`src/rtl/dist2freq_step_interp_if.sv`:
```
// Lookup request / table-write / result bundle for the distance-to-frequency-step interpolator.
interface dist2freq_step_interp_if #(
  parameter int ADDR_W   = 13,
  parameter int STEP_W   = 32,
  parameter int SEG_BITS = 5
);
  logic                enable;
  logic                in_valid;
  logic [ADDR_W-1:0]   address;
  logic                tbl_wr_en;
  logic [SEG_BITS:0]   tbl_wr_addr;
  logic [STEP_W-1:0]   tbl_wr_data;
  logic                out_valid;
  logic [STEP_W-1:0]   freq_step;
  logic                out_of_range;

  modport master (
    output enable, in_valid, address, tbl_wr_en, tbl_wr_addr, tbl_wr_data,
    input  out_valid, freq_step, out_of_range
  );
  modport slave (
    input  enable, in_valid, address, tbl_wr_en, tbl_wr_addr, tbl_wr_data,
    output out_valid, freq_step, out_of_range
  );
endinterface

```
`src/rtl/dist2freq_step_interp.sv`:
```
// Distance code -> DDS frequency step via linear interpolation over a loadable
// breakpoint table; 3-stage pipeline with out-of-range mute and global enable.
module dist2freq_step_interp #(
  parameter int ADDR_W   = 13,
  parameter int STEP_W   = 32,
  parameter int SEG_BITS = 5,
  parameter int MAX_DIST = 8191
) (
  input  logic clk,
  input  logic reset_n,
  dist2freq_step_interp_if.slave bus
);
  localparam int FRAC_W = ADDR_W - SEG_BITS;
  localparam int DEPTH  = 2**SEG_BITS + 1;
  localparam int P_W    = STEP_W + FRAC_W + 2;
  localparam int STAGES = 3;
  localparam logic [SEG_BITS:0] TOP_IDX = {1'b1, {SEG_BITS{1'b0}}};
  localparam logic [ADDR_W:0]   MAX_D   = (ADDR_W+1)'(MAX_DIST);

  typedef struct packed {
    logic [STEP_W-1:0] lo;
    logic [STEP_W-1:0] hi;
    logic [FRAC_W-1:0] frac;
    logic              en;
    logic              oor;
  } s1_t;

  typedef struct packed {
    logic [STEP_W-1:0] lo;
    logic [STEP_W-1:0] sh;
    logic              en;
    logic              oor;
  } s2_t;

  logic [STEP_W-1:0]   tbl [DEPTH];
  logic [STAGES-1:0]   vld_pipe;
  s1_t                 s1, s1_c;
  s2_t                 s2, s2_c;
  logic [SEG_BITS:0]   seg_lo, seg_hi;
  logic signed [STEP_W:0] d;
  logic signed [P_W-1:0]  p;
  logic [STEP_W-1:0]   result, freq_q;
  logic                oor_q;

  assign seg_lo = {1'b0, bus.address[ADDR_W-1:FRAC_W]};
  assign seg_hi = seg_lo + (SEG_BITS+1)'(1);

  // Writes land at the edge, so a same-cycle lookup still sees the old entry.
  always_ff @(posedge clk or negedge reset_n) begin
    if (!reset_n) begin
      for (int i = 0; i < DEPTH; i++) tbl[i] <= '0;
    end else if (bus.tbl_wr_en && bus.tbl_wr_addr <= TOP_IDX) begin
      tbl[bus.tbl_wr_addr] <= bus.tbl_wr_data;
    end
  end

  always_comb begin
    s1_c      = '0;
    s1_c.lo   = tbl[seg_lo];
    s1_c.hi   = tbl[seg_hi];
    s1_c.frac = bus.address[FRAC_W-1:0];
    s1_c.en   = bus.enable;
    s1_c.oor  = {1'b0, bus.address} >= MAX_D;
  end

  // Only the low STEP_W bits of the shifted product matter: the final sum is
  // bounded by lo..hi, so modular addition yields the exact result.
  always_comb begin
    d       = $signed({1'b0, s1.hi}) - $signed({1'b0, s1.lo});
    p       = P_W'(d) * P_W'($signed({1'b0, s1.frac}));
    s2_c    = '0;
    s2_c.lo = s1.lo;
    s2_c.sh = STEP_W'(p >>> FRAC_W);
    s2_c.en = s1.en;
    s2_c.oor = s1.oor;
  end

  assign result = s2.lo + s2.sh;

  always_ff @(posedge clk or negedge reset_n) begin
    if (!reset_n) begin
      vld_pipe <= '0;
      s1       <= '0;
      s2       <= '0;
      freq_q   <= '0;
      oor_q    <= 1'b0;
    end else begin
      vld_pipe <= {vld_pipe[STAGES-2:0], bus.in_valid};
      if (bus.in_valid) s1 <= s1_c;
      if (vld_pipe[0])  s2 <= s2_c;
      if (vld_pipe[1]) begin
        freq_q <= (s2.en && !s2.oor) ? result : '0;
        oor_q  <= s2.oor;
      end
    end
  end

  assign bus.out_valid    = vld_pipe[STAGES-1];
  assign bus.freq_step    = freq_q;
  assign bus.out_of_range = oor_q;
endmodule

```
`src/flat_wrapper.sv`:
```
// flat-port wrapper written by rule: the top's interface ports become plain ports
module dist2freq_step_interp_flat 
#(
  parameter int ADDR_W   = 13,
  parameter int STEP_W   = 32,
  parameter int SEG_BITS = 5,
  parameter int MAX_DIST = 8191
)
  (clk, reset_n, bus_enable, bus_in_valid, bus_address, bus_tbl_wr_en, bus_tbl_wr_addr, bus_tbl_wr_data, bus_out_valid, bus_freq_step, bus_out_of_range);
  dist2freq_step_interp_if #(.ADDR_W(ADDR_W), .STEP_W(STEP_W), .SEG_BITS(SEG_BITS)) bus_i ();
  input  logic clk;
  input  logic reset_n;
  input wire logic [$bits(bus_i.enable)-1:0] bus_enable;
  input wire logic [$bits(bus_i.in_valid)-1:0] bus_in_valid;
  input wire logic [$bits(bus_i.address)-1:0] bus_address;
  input wire logic [$bits(bus_i.tbl_wr_en)-1:0] bus_tbl_wr_en;
  input wire logic [$bits(bus_i.tbl_wr_addr)-1:0] bus_tbl_wr_addr;
  input wire logic [$bits(bus_i.tbl_wr_data)-1:0] bus_tbl_wr_data;
  output wire logic [$bits(bus_i.out_valid)-1:0] bus_out_valid;
  output wire logic [$bits(bus_i.freq_step)-1:0] bus_freq_step;
  output wire logic [$bits(bus_i.out_of_range)-1:0] bus_out_of_range;
  assign bus_i.enable = bus_enable;
  assign bus_i.in_valid = bus_in_valid;
  assign bus_i.address = bus_address;
  assign bus_i.tbl_wr_en = bus_tbl_wr_en;
  assign bus_i.tbl_wr_addr = bus_tbl_wr_addr;
  assign bus_i.tbl_wr_data = bus_tbl_wr_data;
  assign bus_out_valid = bus_i.out_valid;
  assign bus_freq_step = bus_i.freq_step;
  assign bus_out_of_range = bus_i.out_of_range;
  dist2freq_step_interp #(.ADDR_W(ADDR_W), .STEP_W(STEP_W), .SEG_BITS(SEG_BITS), .MAX_DIST(MAX_DIST)) u_core (.clk(clk), .reset_n(reset_n), .bus(bus_i));
endmodule
```
`config.mk`:
```
export PLATFORM = sky130hd
export DESIGN_NAME = dist2freq_step_interp_flat
export DESIGN_NICKNAME = d
export VERILOG_FILES = /design/src/rtl/dist2freq_step_interp_if.sv /design/src/rtl/dist2freq_step_interp.sv /design/src/flat_wrapper.sv
export SDC_FILE = /design/constraint.sdc
export NUM_CORES = 2
export LEC_CHECK = 0
export ABC_CLOCK_PERIOD_IN_PS = 6720
export BUFFER_PORTS_ARGS = -buffer_cell sky130_fd_sc_hd__buf_2
export CAP_MARGIN = 25
export CORE_MARGIN = 5
export CORE_UTILIZATION = 35
export DETAILED_ROUTE_END_ITERATION = 10
export RECOVER_POWER = 100
export SYNTH_ARGS = -nofsm -noshare
export SYNTH_HDL_FRONTEND = slang
export SYNTH_SLANG_ARGS = --single-unit
export TNS_END_PERCENT = 1
```
`constraint.sdc`:
```
create_clock -name clk -period 6.72 [get_ports clk]
set_input_delay 0 -clock clk [delete_from_list [all_inputs] [get_ports clk]]
set_output_delay 0 -clock clk [all_outputs]
set_load 0.02 [all_outputs]
```
======== Word-level counts from Yosys, hierarchy flattened ========
Cells that the tools add are included.
operators by class
  multiplexer cells ....................... 10
  multiply operators ...................... 1
  add/subtract/negate cells ............... 3
  divide/modulo/power cells ............... 0
  reductions and logical operators ........ 4
  order comparisons ....................... 6
  equality and inequality tests ........... 0
  shift operators ......................... 0
  bitwise logic cells ..................... 3
operators by type and width
  kind                  number
  $bwmux 1056           1
  $bmux 32 s6           2
  $demux 32 s6          1
  $mux 32               6
  $mul 33x9->40         1
  $sub 32x32->33        1
  $add 32x32->32        1
  $ge 7x7->1 const B    3
  $not 6->7             2
  $ge 13x13->1 const B  1
  $lt 7x1->1 const B    1
  $not 5->7             1
  $add 5x1->6 const B   1
  $le 6x6->1 const B    1
  $logic_and 1x1->1     3
  $logic_not 1->1       1
storage, ports and cells
  memory bits (writable) .................. 0
  output and inout port bits .............. 34
  memory bits (read-only) ................. 0
  word-level logic and storage cells ...... 72
  bits in latches ......................... 0
  flip-flop bits (word level) ............. 1,232
  memories kept ........................... 0

======== Logic depth before layout (Yosys ltp) ========
  depth after elaboration ................. 6
  mapped depth ............................ 31
  mapped depth without buffers ............ 31

======== Worst setup path after synthesis ========
Ideal clock, no wire load.
  path kind ............................... flip-flop to flip-flop
  start point ............................. reg u_core.s1[10] (netlist name)
  end point ............................... reg u_core.s2[33] (netlist name)
  stages on the path, launching flop included .. 31
  clock period less this slack ............ 7.190 ns
  buffers on the path ..................... 0
  arrival time ............................ 7.100 ns
  library setup time ...................... 0.090 ns
  setup slack ............................. -0.470 ns
  cells stage by stage .................... dfrtp_1 inv_1 ha_1 fa_1 nor2b_1 o31a_1 o21ba_2 or3_4 a31o_2 a21oi_1 o21bai_1 a21oi_1 xnor2_1 nand2_1 fa_1 inv_1 fa_1 fa_1 inv_1 fa_1 inv_1 ha_1 a21oi_1 o21a_1 o211ai_1 a22oi_1 o21ai_2 a22o_1 o41a_2 or4_1 o2111ai_1
between the ends
  cells in the longest elaborated chain, start to end .. 2
ends and longest elaborated chain
  what                    line                         text
  from (decl)             dist2freq_step_interp.sv:37  s1_t s1, s1_c;
  from (signal assigned)  dist2freq_step_interp.sv:83  s1 <= '0;
  from (signal assigned)  dist2freq_step_interp.sv:89  if (bus.in_valid) s1 <= s1_c;
  $sub 32x32->33          dist2freq_step_interp.sv:69  d = $signed({1'b0, s1.hi}) - $signed({1'b0, s1.lo});
  $mul 33x9->40           dist2freq_step_interp.sv:70  p = P_W'(d) * P_W'($signed({1'b0, s1.frac}));
  to (signal assigned)    dist2freq_step_interp.sv:84  s2 <= '0;
  to (signal assigned)    dist2freq_step_interp.sv:90  if (vld_pipe[0]) s2 <= s2_c;
  to (decl)               dist2freq_step_interp.sv:38  s2_t s2, s2_c;
No other way between the ends.
A chain may end at the register's enable or synchronous reset.

======== Worst setup path after layout ========
  start point ............................. reg u_core.s1[20] (netlist name)
  end point ............................... reg u_core.s2[29] (netlist name)
The elaborated chain is that of the path after synthesis.

==> results.tsv <==
stage	metric	value	unit
status	status	finished with violations	
status	failing checks	max-capacitance violations, max-slew violations, negative setup slack	
worst_setup_path	r2r setup slk	-370	ps
logic_synthesis	largest family of logic cells by synthesized area	multiplexers	
layout	share of cells above drive strength 1	0.445	
logic_synthesis	Mapped Cells	5157	
placed_design	detailed placer's ending HPWL	128	mm
logic_synthesis	synthesized area	0.0731	mm²
layout	FILL cells	19100	
layout	Layout Cells excl Fill	8288	
floorplan	die height	467	µm
timing	Final Hold Vio Count	0	
worst_setup_path	Worst path slowest cell	fa_1	
layout	final instance area	0.0838	mm²
detailed_routing	vias per cell	5.57	
logic_synthesis	share of the synthesized area in the top cell type	0.422	
detailed_routing	final wirelength	213	mm
timing	Fin Hold WS	19.2	ps
floorplan	# rows	167	
floorplan	die width	467	µm
worst_setup_path	R2R depth	28	
timing	actual slew at the worst max-slew pin	4780	ps
cts	Clock transition at path regs	60	ps
timing	maximum clock frequency	0.141	GHz
placed_design	placed standard-cell area	0.0786	mm²
placed_design	final RePlAce weighted congestion	0.849	
timing	Final setup viols	12	
logic_synthesis	Synth Area in Simple Gates	0.0378	
cts	clk_lat worst skew	800	ps
detailed_routing	Final ANT Viol Nets	0	
flow_run	maxcap violations	66	
worst_setup_path	Crit path required time	7390	ps
global_route	initial antenna violation count	23	
layout	Area growth, synth to finish	14.6	%
logic_synthesis	mux share of post-synthesis cell area	0.383	
worst_setup_path	CP Launch Type	register	
timing	RSZ-0062 raised after global routing	true	
logic_synthesis	Synth area leaders	dfrtp_1 42%, mux4_2 20%, mux2_2 18%	
floorplan	core region area	0.207	mm²
worst_setup_path	crit-path max cell delay	550	ps
floorplan	Die Area	0.218	mm²
global_route	gr ovfl total	0	
timing	slew margin rel.	-2.19	
hold_path	Hold Crit Class	input port to register	
cts	Bufs on Longest Clock Path	3	
cts	Sink Count	1232	
timing	Slew Viols, Final	2625	
layout	Nets	5776	
detailed_routing	1st-pass router iterations	5	
logic_synthesis	Yosys Warn Count	0	
detailed_routing	DRC	0	
worst_setup_path	crit path kind	register to register	
timing	setup ws final	-370	ps
pwr	P_leak	37.8	nW
logic_synthesis	XOR/XNOR share of the synthesized area	0.0108	
worst_setup_path	Reg2Reg Launch Point	u_core.s1[20]$_DFFE_PN0P_	
detailed_routing	DRT iter0 DRCs	3594	
logic_synthesis	Synth top cells by count	1232 x dfrtp_1, 1152 x mux2_2, 640 x mux4_2	
global_route	Total GRT Usage	0.196	
logic_synthesis	Synth async-reset ratio	1.00	
pwr	worst vdd ir	1310	µV
global_route	first-pass GRT wire length	322	mm
logic_synthesis	most frequent cell after synthesis	dfrtp_1	
cts	CTS root buffer	clkbuf_16	
floorplan	I/O pin total	90	
timing	final worst path period share	1.06	
hold_path	hold path endpoint	u_core.tbl[91]$_DFFE_PN0P_	
floorplan	Starting Density	0.352	
logic_synthesis	Mapped Avg Cell Area	14.2	µm²
logic_synthesis	Yosys reg bits	1232	
cts	CTS tree	yes	
timing	Total Neg Setup Slack	-2960	ps
layout	combined area of the multi-input logic cells	0.0400	mm²
cts	# H-tree levels	4	
worst_setup_path	Critical Path Most Common Cell	fa_1	
worst_setup_path	Worst EP arrival	7760	ps
logic_synthesis	top_reg_cell synth	dfrtp_1	
cts	clock buffer count from CTS	142	
logic_synthesis	post-synth net total	5553	
worst_setup_path	Crit. Startpoint	u_core.s1[20]$_DFFE_PN0P_	
logic_synthesis	Post-Synth Adder-Cell Area	0.0787	
worst_setup_path	Reg-to-Reg End	u_core.s2[29]$_DFFE_PN0P_	
hold_path	min-delay src	bus_tbl_wr_addr[3]	
logic_synthesis	Netlist cell types	74	
layout	Reg area	0.0308	mm²
hold_path	Hold Path Depth	4	
logic_synthesis	number of flops mapped to enable cells by yosys	0	
worst_setup_path	crit path capture type	register	
detailed_routing	routed vias	46200	
placed_design	Port Buffers	89	
logic_synthesis	register area share after synthesis	0.422	
logic_synthesis	Compound-Gate Fraction of Synth Area	0.0298	
timing	min Tclk post-route	7090	ps
pwr	power per cell area	641	mW/mm²
detailed_routing	WL per Instance	25.7	µm
worst_setup_path	Crit Path Max Fanout	6	
placed_design	dpl cells	7946	
global_route	largest net degree at the start of global routing	184	
timing	Setup Skew	30.3	ps
logic_synthesis	Yosys top cell by area	dfrtp_1	
global_route	vias in the first global route	48800	
-- through the flow --
stage	utilization	worst slack, ps	power [mW]
finish	0.404	-370	53.7
global route	0.404	-702	59.0
CTS	0.406	-398	54.0
detailed placement	0.379	-642	45.1
global placement	0.378	-467	44.4
floorplan	-	-55.1	33.1
-- power by group --
part           internal (mW)  total (mW)  switching [mW]
clock                   4.68        7.95            3.27
sequential              8.81        9.69           0.877
combinational           19.2        36.1            16.9
total                   32.7        53.7            21.0
-- repair_timing --
item                                    CTS  global route
hold buffers                             66             0
buffers inserted                          6             2
gates cloned                              0             0
gates resized for setup                  32            14
setup endpoints to repair                19            23
pin swaps                                28             8
endpoints found under the hold margin  1669             0
-- logic make-up (layout without fill, tap and decap cells) --
| kind of cell | Yosys count | in the layout |
|---|---|---|
| muxes | 1856 | 1856 |
| adders and majority gates | 340 | 340 |
| AOI/OAI and AO/OA | 333 | 333 |
| other | 0 | 10 |
| xor gates and xnor gates | 89 | 89 |
| buffers and inverters | 743 | 1076 |
| and+or+nand+nor | 564 | 564 |
| DFF | 1232 | 1232 |
-- registers in the layout, indices dropped and copies added, names as in the netlist --
register / cells
u_core.bus.freq_step: 32
u_core.bus.out_of_range: 1
u_core.s1: 74
u_core.s2: 66
u_core.tbl: 1056
u_core.vld_pipe: 3
-- placed cells by master, fill, tap and decap left out, types with 130 or more instances in the layout --
master     count
dfrtp_1     1232
mux2_2      1149
mux4_2       640
inv_1        331
buf_4        269
nand2_1      200
fa_1         196
clkbuf_16    145
and2_1       137
ha_1         130
-- worst max-delay path, delay by kind of cell (launching register included) --
| kind | cells | cell delay (ps) |
|---|---|---|
| AO/OA/AOI/OAI | 11 | 1960 |
| adder cells (fa/ha/maj) | 6 | 2560 |
| AND/OR/NAND/NOR | 5 | 1250 |
| XOR/XNOR | 2 | 310 |
| flip-flops | 1 | 390 |
| buffers and inverters | 3 | 250 |
| multiplexers | 1 | 260 |
-- how the worst max path moves through the flow --
stage | to | slack [ps] | cells after the start
finish | u_core.s2[29]$_DFFE_PN0P_ | -370 | 28
global route | u_core.s2[29]$_DFFE_PN0P_ | -700 | 30
CTS | u_core.s2[33]$_DFFE_PN0P_ | -400 | 29
detailed placement | u_core.s2[33]$_DFFE_PN0P_ | -640 | 32
global placement | u_core.s2[33]$_DFFE_PN0P_ | -470 | 32
floorplan | u_core.s2[29]$_DFFE_PN0P_ | -60 | 30
-- metal layers --
metal  GRT usage  up-vias  routed length (µm)
met5           0        -                  64
met1       0.267    24900               90500
met3      0.0552      374               17400
met4      0.0593       10                6140
li1            -    19400                   -
met2       0.307     1522               98800
-- layout make-up --
type                       instances  share of cell area
antenna                           10            0.000298
clock buffer                     209              0.0503
sequential                      1232               0.368
tap                             2788              0.0416
timing repair buffer             489              0.0410
clock inverter                    45             0.00687
inverter                         333              0.0149
multi-input combinational       3182               0.477
No activity file was read; power rests on OpenSTA's default activity.
